**src/rtl/ls_arbiter.sv**
```systemverilog
// ls_arbiter: single-port local-store arbiter for LSU / IF / DMA with fixed priority,
// an IF starvation guard and a DMA burst limit. Stall counters are built only with LS_ARB_PERF_EN.
module ls_arbiter #(
   parameter int unsigned ADDR_W        = 32,
   parameter int unsigned LS_AW         = 14,
   parameter int unsigned DATA_W        = 128,
   parameter int unsigned STARVE_MAX    = 8,
   parameter int unsigned DMA_BURST_MAX = 4
) (
   input  logic              clk,
   input  logic              reset,
   input  logic              lsu_req,
   input  logic              lsu_we,
   input  logic [ADDR_W-1:0] lsu_addr,
   input  logic [DATA_W-1:0] lsu_wdata,
   output logic              lsu_gnt,
   output logic              lsu_rvalid,
   input  logic              if_req,
   input  logic [ADDR_W-1:0] if_addr,
   output logic              if_gnt,
   output logic              if_rvalid,
   input  logic              dma_req,
   input  logic              dma_we,
   input  logic [ADDR_W-1:0] dma_addr,
   input  logic [DATA_W-1:0] dma_wdata,
   output logic              dma_gnt,
   output logic              dma_rvalid,
   output logic [DATA_W-1:0] rdata,
   output logic              mem_en,
   output logic              mem_we,
   output logic [LS_AW-1:0]  mem_addr,
   output logic [DATA_W-1:0] mem_wdata,
   input  logic [DATA_W-1:0] mem_rdata,
   output logic [31:0]       perf_lsu_stall,
   output logic [31:0]       perf_if_stall,
   output logic [31:0]       perf_dma_stall
);
   localparam int unsigned SW = $clog2(STARVE_MAX + 1);
   localparam int unsigned BW = $clog2(DMA_BURST_MAX + 1);
   localparam logic [SW-1:0] STARVE_TOP = SW'(STARVE_MAX);
   localparam logic [BW-1:0] BURST_TOP  = BW'(DMA_BURST_MAX);

   typedef enum logic [1:0] {OWN_NONE, OWN_LSU, OWN_IF, OWN_DMA} owner_t;

   logic [SW-1:0] r_if_starve;
   logic [BW-1:0] r_dma_run;
   owner_t        r_owner;
   logic          w_if_force;
   logic          w_dma_block;
   logic          w_lsu_gnt;
   logic          w_if_gnt;
   logic          w_dma_gnt;
   logic          w_unused_addr;

   // Grants are suppressed while reset is held so every grant and strobe reads 0.
   always_comb begin
      w_lsu_gnt   = 1'b0;
      w_if_gnt    = 1'b0;
      w_dma_gnt   = 1'b0;
      w_if_force  = if_req && (r_if_starve == STARVE_TOP);
      w_dma_block = (r_dma_run == BURST_TOP) && (lsu_req || if_req);
      if (reset) begin
         if (w_if_force)                  w_if_gnt  = 1'b1;
         else if (dma_req && !w_dma_block) w_dma_gnt = 1'b1;
         else if (lsu_req)                 w_lsu_gnt = 1'b1;
         else if (if_req)                  w_if_gnt  = 1'b1;
      end
   end

   always_comb begin
      mem_en    = w_lsu_gnt || w_if_gnt || w_dma_gnt;
      mem_we    = 1'b0;
      mem_addr  = '0;
      mem_wdata = '0;
      if (w_dma_gnt) begin
         mem_we    = dma_we;
         mem_addr  = dma_addr[LS_AW+3:4];
         mem_wdata = dma_wdata;
      end else if (w_lsu_gnt) begin
         mem_we    = lsu_we;
         mem_addr  = lsu_addr[LS_AW+3:4];
         mem_wdata = lsu_wdata;
      end else if (w_if_gnt) begin
         mem_addr  = if_addr[LS_AW+3:4];
      end
   end

   always_ff @(posedge clk or negedge reset) begin
      if (!reset) begin
         r_if_starve <= '0;
         r_dma_run   <= '0;
         r_owner     <= OWN_NONE;
      end else begin
         if (!if_req || w_if_gnt)         r_if_starve <= '0;
         else if (r_if_starve != STARVE_TOP) r_if_starve <= r_if_starve + 1'b1;

         // A blocked cycle carries no DMA grant, so the run restarts from zero.
         if (!w_dma_gnt)                  r_dma_run <= '0;
         else if (r_dma_run != BURST_TOP) r_dma_run <= r_dma_run + 1'b1;

         if (w_dma_gnt && !dma_we)        r_owner <= OWN_DMA;
         else if (w_lsu_gnt && !lsu_we)   r_owner <= OWN_LSU;
         else if (w_if_gnt)               r_owner <= OWN_IF;
         else                             r_owner <= OWN_NONE;
      end
   end

   assign lsu_gnt    = w_lsu_gnt;
   assign if_gnt     = w_if_gnt;
   assign dma_gnt    = w_dma_gnt;
   assign lsu_rvalid = (r_owner == OWN_LSU);
   assign if_rvalid  = (r_owner == OWN_IF);
   assign dma_rvalid = (r_owner == OWN_DMA);
   assign rdata      = (r_owner != OWN_NONE) ? mem_rdata : '0;

   assign w_unused_addr = &{1'b0,
                            lsu_addr[ADDR_W-1:LS_AW+4], lsu_addr[3:0],
                            if_addr[ADDR_W-1:LS_AW+4],  if_addr[3:0],
                            dma_addr[ADDR_W-1:LS_AW+4], dma_addr[3:0]};

`ifdef LS_ARB_PERF_EN
   logic [31:0] r_perf_lsu;
   logic [31:0] r_perf_if;
   logic [31:0] r_perf_dma;

   always_ff @(posedge clk or negedge reset) begin
      if (!reset) begin
         r_perf_lsu <= '0;
         r_perf_if  <= '0;
         r_perf_dma <= '0;
      end else begin
         if (lsu_req && !w_lsu_gnt) r_perf_lsu <= r_perf_lsu + 32'd1;
         if (if_req  && !w_if_gnt)  r_perf_if  <= r_perf_if  + 32'd1;
         if (dma_req && !w_dma_gnt) r_perf_dma <= r_perf_dma + 32'd1;
      end
   end

   assign perf_lsu_stall = r_perf_lsu;
   assign perf_if_stall  = r_perf_if;
   assign perf_dma_stall = r_perf_dma;
`else
   assign perf_lsu_stall = '0;
   assign perf_if_stall  = '0;
   assign perf_dma_stall = '0;
`endif

endmodule

```
**config.mk**
```make
export PLATFORM = sky130hd
export DESIGN_NAME = ls_arbiter
export DESIGN_NICKNAME = d
export VERILOG_FILES = /design/src/rtl/ls_arbiter.sv
export SDC_FILE = /design/constraint.sdc
export NUM_CORES = 1
export LEC_CHECK = 0
export ABC_AREA = 1
export CAP_MARGIN = 20
export CORE_AREA = 3 3 334 336
export DETAILED_ROUTE_END_ITERATION = 16
export DIE_AREA = 0 0 337 339
export GPL_ROUTABILITY_DRIVEN = 1
export PLACE_DENSITY_LB_ADDON = 0.2
export SLEW_MARGIN = 0
export SYNTH_ARGS = -nofsm -noshare
export SYNTH_HDL_FRONTEND = slang
export SYNTH_SLANG_ARGS = --single-unit
export TNS_END_PERCENT = 30
```
**constraint.sdc**
```tcl
create_clock -name clk -period 1.9 [get_ports clk]
set_input_delay 0.38 -clock clk [delete_from_list [all_inputs] [get_ports clk]]
set_output_delay 0.38 -clock clk [all_outputs]
set_load 0.1 [all_outputs]
```
==> impl_metrics.toml, run 1 <==
[placement]
port_buffers = 710
dp_hpwl_mm = 40.89
gp_congestion = 0.8112
dp_cells = 3052
place_area_um2 = 17380

[clock_network]
clkSinkCount = 9
cts_inserted_buffers = 3
clk_latency_ns = 0.24
path_clk_slew_ns = 0.04
cts_tree = "built"
clockBufferDepth = 2
hold_buffers = 0
clock-root-buffer = "clkbuf_16"
h-tree-depth = 1

[cells_and_area]
finalNetCount = 2178
fin_cells = 3102
area_delta_synth_final_pct = 351.8
mostFrequentLayoutCell = "clkdlybuf4s50_1"
final_cell_mix = "428 x clkdlybuf4s50_1, 293 x buf_12, 154 x nand2_1"
drive_above_1_share_pct = 41.70
fin_area_um2 = 18980

[timing]
finalHoldViolCount = 0
setup_viol = 154
clock.fmax_mhz = 395.2
setup_ws_ns = -0.6304
finalCritPeriodShare_pct = 133.2
rsz0062_at_grt = "yes"
finalSetupTns_ns = -85.05
final.min_clock_period_ns = 2.530
fin_skew_ns = 0.004942
final_max_slew_viol_count = 0

[critical_path]
max_stage_delay_ns = 0.39
worstSetupPathType = "register to output pin"
cp.arrival_ns = 2.15
cp_cell_sequence = "inv_2, ha_4, nand2_4, inv_4, nand2_4, nand2_4, nand4_4, inv_8, buf_12, buf_12, buf_8, nand2_4, nand2_8, buf_12"
endpoint_kind = "output pin"
cp_max_fo = 12
startpoint_type = "register"
cp_slowest_cell = "dfrtp_1"
cp_common_cell = "nand2_4"
worstPathRequired_ns = 1.52

[floorplan]
die_x_um = 337
dieHeight_um = 339
start_util_pct = 3.859
rows = 121
core-area_um2 = 108900
io_pins = 861
dieArea_um2 = 114200

[synthesis]
synthCells = 913
yosysSeqAreaShare_pct = 5.362
ys_ff_latch = 9
ys_warn_count = 0
syn_area_um2 = 4200
synth_area_per_cell_um2 = 4.601
ys_types = 22

[outcome]
violations = "negative setup slack"
status = "complete, but fails checks"

[power]
p_comb_share_pct = 93.1
p_leak_nw = 8.222
power_frac_clock_pct = 4.4
power_density_nw_per_um2 = 447.5
ir_drop_uv = 195.0
seqPwrFrac_pct = 2.5
switchingPower_w = 0.005199
netSwitchingFraction_pct = 61.22
internal_power_w = 0.003293

[hold_path]
hold_path_class = "input pin to async pin"

[grt]
grt_max_degree = 34
track_usage_pct = 7.713
grt_pass1_wl_mm = 63.96
overflow = 0
grt_pass1_vias = 8641
antenna_found_initial = 4

[route]
vias_per_cell = 2.615
drtIter0Drc = 135
wire_per_inst_um = 15.30
via_count = 8113
drtAntennaViolNets = 0
dr.pass1.iters = 4
drcViolationCount = 0
drt-total-wl_mm = 47.47

[flow_run]
drv_cap = 0
layer usage:
metal,wire length [µm],track usage (%),vias to the layer above
met3,4580,2.413,16
met1,16760,8.152,3706
li1,-,-,3961
met4,346,0.5016,0
met2,25790,15.29,430
met5,0,0,-
registers in the layout, summed over array words and instances (netlist names):
register / flops
r_if_starve: 4
r_dma_run: 3
r_owner: 2
stage by stage:
step / utilization (%) / power, W / hold slack (ns) / setup WS (ns)
2_1_floorplan: - / 0.004819 / 0.08441 / -0.5573
3_3_place_gp: 15.96 / 0.007852 / 0.5513 / -0.8366
3_5_place_dp: 15.96 / 0.007852 / 0.5592 / -0.8199
4_1_cts: 16.93 / 0.008475 / 0.3887 / -0.6509
5_1_grt: 17.43 / 0.008769 / 0.3975 / -0.7261
6_report: 17.43 / 0.008492 / 0.3390 / -0.6304
final cells by class:
class | count | area (µm²)
fillers | 12130 | 89880
repair buffers | 816 | 11250
multi-input cells | 711 | 5071
well taps | 1414 | 1769
inverters | 145 | 566.8
flip-flops and latches | 9 | 226.5
clock buffers | 4 | 78.83
repair inverters | 1 | 6.256
diodes | 2 | 5.005
path summary, 6_finish.rpt:
kind | startpoint | endpoint | slack (ns) | cells after the start
worst max-delay path | r_dma_run[0] | mem_wdata[99] | -0.63 | 14
worst min-delay path | reset | r_dma_run[1] | 0.34 | 2
worst max register to register | r_dma_run[0] | r_dma_run[0] | -0.44 | 18
worst min register to register | r_if_starve[0] | r_if_starve[0] | 0.56 | 3
max in group asynchronous | reset | r_owner[1] | 1.21 | 2
min in group clk | r_if_starve[0] | r_if_starve[0] | 0.56 | 3
repair_timing:
item,4_1_cts,5_1_grt
gates resized for setup,168,143
gates cloned,7,1
pin swaps,24,21
setup buffers,33,6
setup endpoints to repair,215,241
power by group through the flow:
stage	clock network (W)	logic [W]	registers, W
floorplan	0	0.00461	0.000214
global placement	0	0.00764	0.000213
detailed placement	0	0.00764	0.000214
CTS	0.000382	0.00788	0.000212
global route	0.000392	0.00816	0.000213
finish	0.000374	0.00791	0.000212
worst max-delay path: cells and delay by family (launching register included):
kind	cells	cell delay [ns]
flip-flops	1	0.39
AND/OR/NAND/NOR	6	0.46
adder cells (fa/ha/maj)	1	0.15
buffers and inverters	7	0.87
synth_stat cells:
cell type    n  area (µm²)
buf_2       17       85.08
nand2_2      3       18.77
buf_6        7       78.83
or2_2        1       6.260
nand4_1      2       12.51
nor3_1       2       10.01
clkbuf_1    22       82.58
a21oi_1      2       10.01
ha_1         4       50.05
inv_1      141       529.3
xor2_1       1       8.760
nand3_1     30       150.1
nand2_1    429        1610
nand4_4      1       21.27
o21ai_0      1       5.000
inv_2        4       15.01
dfrtp_1      9       225.2
xnor2_1      2       17.52
nand4_2      2       25.02
buf_4       97       728.2
conb_1       1       3.750
nor2_1     135       506.7
cell families (layout without fill, tap and decap cells):
| group | count (synthesis) | count (layout) | share of synthesized area (%) |
|---|---|---|---|
| AND/OR/NAND/NOR | 605 | 605 | 56.21 |
| buffers and inverters | 288 | 966 | 36.16 |
| flip-flops | 9 | 9 | 5.362 |
| adder cells (fa/ha/maj) | 4 | 4 | 1.192 |
| AO/OA/AOI/OAI | 3 | 3 | 0.3574 |
| XOR/XNOR | 3 | 3 | 0.6257 |
| other | 1 | 98 | 0.08928 |
Power figures use the tool's default switching activity.
==> run 2, diff against run 1 <==
HOLD_SLACK_MARGIN = 0.12   (was not set)
==> results of run 2 <==
Final layout, timing and power as in run 1 (identical DEF).
==> variant 1, RTL diff (config.mk and constraints of run 2) <==
Encoding of `owner_t`: now Gray code (2 bits for 4 values).
--- a/src/rtl/ls_arbiter.sv
+++ b/src/rtl/ls_arbiter.sv
@@ -40,7 +40,7 @@
    localparam logic [SW-1:0] STARVE_TOP = SW'(STARVE_MAX);
    localparam logic [BW-1:0] BURST_TOP  = BW'(DMA_BURST_MAX);
 
-   typedef enum logic [1:0] {OWN_NONE, OWN_LSU, OWN_IF, OWN_DMA} owner_t;
+   typedef enum logic [1:0] {OWN_NONE = 2'b00, OWN_LSU = 2'b01, OWN_IF = 2'b11, OWN_DMA = 2'b10} owner_t;
 
    logic [SW-1:0] r_if_starve;
    logic [BW-1:0] r_dma_run;
Function: same outputs for any inputs over 4 cycles, from zero or initial values and one cycle with reset low; so few cycles prove little.
==> variant 1 against run 2 <==
The run still ends with setup timing left. Register-to-register slack improved by 0.33 ns. Area after synthesis is essentially flat. Combinational power shrank 0.6%. Worst setup slack worse by 0.091 ns. Wire length grew 5.8%. Power fell by 0.57%. Cell area grew 1.6%. Cell count is 0.74% higher. Count of clock-buffer cells in the layout unchanged. Sequential share of layout area about the same. Sequential cell count did not move. Largest power group unchanged. Highest routed layer is now met5.
==> variant 1: results (changes against run 2) <==
outcome: "finished with violations"
failed_checks: "setup timing"
inv_count: 145  # -0.68%
clk_share: 0.00409  # -0.0000668
drtIter0Drc: 179  # +33%
synth_fa_ha_area_frac: 0.0119  # about the same
area_delta_synth_final_pct: 359
gr-usage-all-layers: 0.0790  # +0.00189
synthTopCellsByCount: "nand2_1, inv_1, nor2_1"
post_dp_cell_area_um2: 18000  # +3.5%
grt_util_met2: 0.156  # +0.00355
setup_ws_ns: -0.721  # -0.0906 ns
reg2reg_depth: 12  # -6
rr_endpoint: "r_owner[1]$_DFF_PN0_"
worst_hold_slack_ns: 0.499  # +0.160 ns
fin_nets: 2201  # +1.1%
place.gp.congestion: 0.732  # -9.8%
synth_cell_types: 21  # -4.5%
yosysSeqAreaShare: 0.0536  # about the same
hpwl_um: 44100  # +7.8%
setup.worst_path.end: "mem_wdata[102]"
place_ws_ns: -0.878  # -0.0585 ns
finalNonFillerCells: 3125  # +0.74%
setup_tns_ns: -90.93  # -5.88 ns
setup_viol: 183  # +19%
power_switching_w: 0.00515  # -1.0%
cp-startpoint: "r_if_starve[0]$_DFFE_PN0P_"
wl_per_cell_um: 16.1  # +5.0%
regArea_um2: 228  # +0.55%
post-route-util: 0.177  # +0.00285
p_leak_nw: 8.36  # +1.7%
vias_per_cell: 2.58  # -1.2%
r2r_setup_slack_ns: -0.11  # +0.33 ns
grt_max_degree: 35  # +2.9%
cp_max_fo: 8  # -4
num-multi-input-gates: 710  # -0.14%
num-nonclk-buffers: 841  # +3.1%
-- variant 1: cell count changes in the layout (fill, tap and decap cells not counted), sizes merged --
cell / delta
buf: +20
clkbuf: +5
clkdlybuf4s50: +1
dlygate4sd2: -1
inv: -1
nand2: -1
nand4: -1
nor3: +1
o21ai: +1
or2: -1
-- variant 1: logic make-up after synthesis --
family / after synthesis
AO/OA/AOI/OAI: 4
XOR/XNOR: 3
adder cells (fa/ha/maj): 4
buffers and inverters: 289
flip-flops: 9
other: 1
AND/OR/NAND/NOR: 603
-- variant 1: what timing repair did --
action,4_1_cts,5_1_grt
resized for setup,90,141
setup endpoints to repair,217,248
setup buffers,11,11
pin swaps,10,23
gates cloned,0,6
-- variant 1: layer usage --
layer  up-vias  wire length [um]
li1       4007                 -
met1      3579             17200
met2       440             27400
met3        30              5040
met4        16               457
met5         -               110
==> variant 2, RTL diff (settings of run 2) <==
Made on the original files. Change the parameter `STARVE_MAX` from 8 to 16.
--- a/src/rtl/ls_arbiter.sv
+++ b/src/rtl/ls_arbiter.sv
@@ -4,7 +4,7 @@
    parameter int unsigned ADDR_W        = 32,
    parameter int unsigned LS_AW         = 14,
    parameter int unsigned DATA_W        = 128,
-   parameter int unsigned STARVE_MAX    = 8,
+   parameter int unsigned STARVE_MAX    = 16,
    parameter int unsigned DMA_BURST_MAX = 4
 ) (
    input  logic              clk,
Check against the original RTL: no difference found for any inputs over 4 cycles, from zero or initial values and one cycle with reset low; that may be too few to reach the edited logic, so the function may still have changed.
==> variant 2 against run 2 <==
The run still ends with setup timing left. Count of clock-buffer cells in the layout down 1. Highest routed layer is now met5. Power increased by 5.2%. Wire length is 28% higher. Register-to-register slack better by 0.65 ns. Sequential cell count rose by 1. Cell area up 7.1%. Worst setup slack lost 0.044 ns. Clock skew shrank 0.0043 ns. Area after synthesis up 1.3%. Die area unchanged. Largest power group unchanged. Non-clock buffer count increased by 15. Clock power is 5% lower.
==> variant 2: results (changes against run 2) <==
synth_area_leaders: "nand2_1, buf_4, inv_1"
grt_pass1_wl_um: 80400  # +26%
met3_length_um: 5110  # +12%
setup_viol: 194  # +26%
synthTopCellsByCount: "nand2_1, inv_1, nor2_1"
inv_count: 145  # -0.68%
place.gp.congestion: 0.799  # -1.5%
clk_share: 0.00369  # -0.000461
cpLargestDelayFamily: "buffers and inverters"
drt_pass1_iterations: 4  # unchanged
met1_length_um: 22200  # +32%
reg2reg_from: "r_if_starve[1]$_DFFE_PN0P_"
synth_cell_types: 22  # unchanged
reg2reg_depth: 12  # -6
sh_seq_area: 0.0123  # +0.000377
setup_ws_ns: -0.675  # -0.0442 ns
cp_max_fo: 10  # -2
rr_endpoint: "r_owner[0]$_DFF_PN0_"
postSynthCellCount: 925  # +1.3%
r2r_setup_slack_ns: 0.21  # +0.65 ns
fin_skew_ns: 0.000663  # -0.00428 ns
nFillCells: 12031  # -0.84%
reg.largest.list: "r_if_starve x5, r_dma_run x3, r_owner x2"
grt_pass1_vias: 9573  # +11%
drtIter0Drc: 209  # +55%
yosysSeqAreaShare: 0.0588  # +0.00522
highest_layer: "met5"
ir_drop_v: 0.000300  # +54%
setup.worst_path.end: "mem_wdata[61]"
gr-usage-all-layers: 0.100  # +0.0229
antenna_cells: 11  # +9
worst_hold_slack_ns: 0.504  # +0.165 ns
hpwl_um: 53500  # +31%
p_clk_frac: 0.040  # -0.004
arrival_ns: 2.19  # +0.04 ns
vias: 8544  # +5.3%
drt-total-wl_um: 60600  # +28%
p_comb_frac: 0.934  # +0.003
num-nonclk-buffers: 831  # +1.8%
place_ws_ns: -0.877  # -0.0572 ns
p_leak_nw: 8.62  # +4.8%
p_int_w: 0.00343  # +4.3%
drive_gt1_frac: 0.480  # +0.0632
grt_max_degree: 52  # +53%
multi_input_area_share: 0.298  # +0.0310
ys_ff_latch: 10  # +1
antenna_found_initial: 19  # +15
outcome: "finished with violations"
failed_checks: "setup timing"
clock_latency_ns: 0.23
nonClkBufAreaFrac: 0.570  # -0.0231
fin_nets: 2205  # +1.2%
routed-wl-met2_um: 33100  # +28%
## variant 2: metrics by stage
stage               utilization  setup TNS (ns)  cell area [um^2]  power (W)
global route              0.186         -107.02             20300    0.00923
detailed placement        0.169         -115.53             18400    0.00824
global placement          0.169         -118.67             18400    0.00824
floorplan                     -         -108.08              7030    0.00498
CTS                       0.182          -91.50             19900    0.00897
finish                    0.187          -85.84             20300    0.00894
## variant 2: cells by family after synthesis
kind of cell	share of synthesized area
other cells	0.000882
buf+inv	0.352
fa+ha+maj	0.0118
flops	0.0588
simple gates	0.560
compound gates	0.00853
xor+xnor	0.00824
## variant 2: routing by layer
metal / track usage / up-vias
met4: 0.00565 / 10
met1: 0.107 / 4010
met3: 0.0310 / 20
li1: - / 4051
met5: 0 / -
met2: 0.198 / 453
## variant 2: timing repair
item,in CTS,in global routing
gates cloned,10,1
gates resized for setup,227,102
pin swaps,42,31
buffers inserted,25,4
endpoints found under the setup margin,205,261
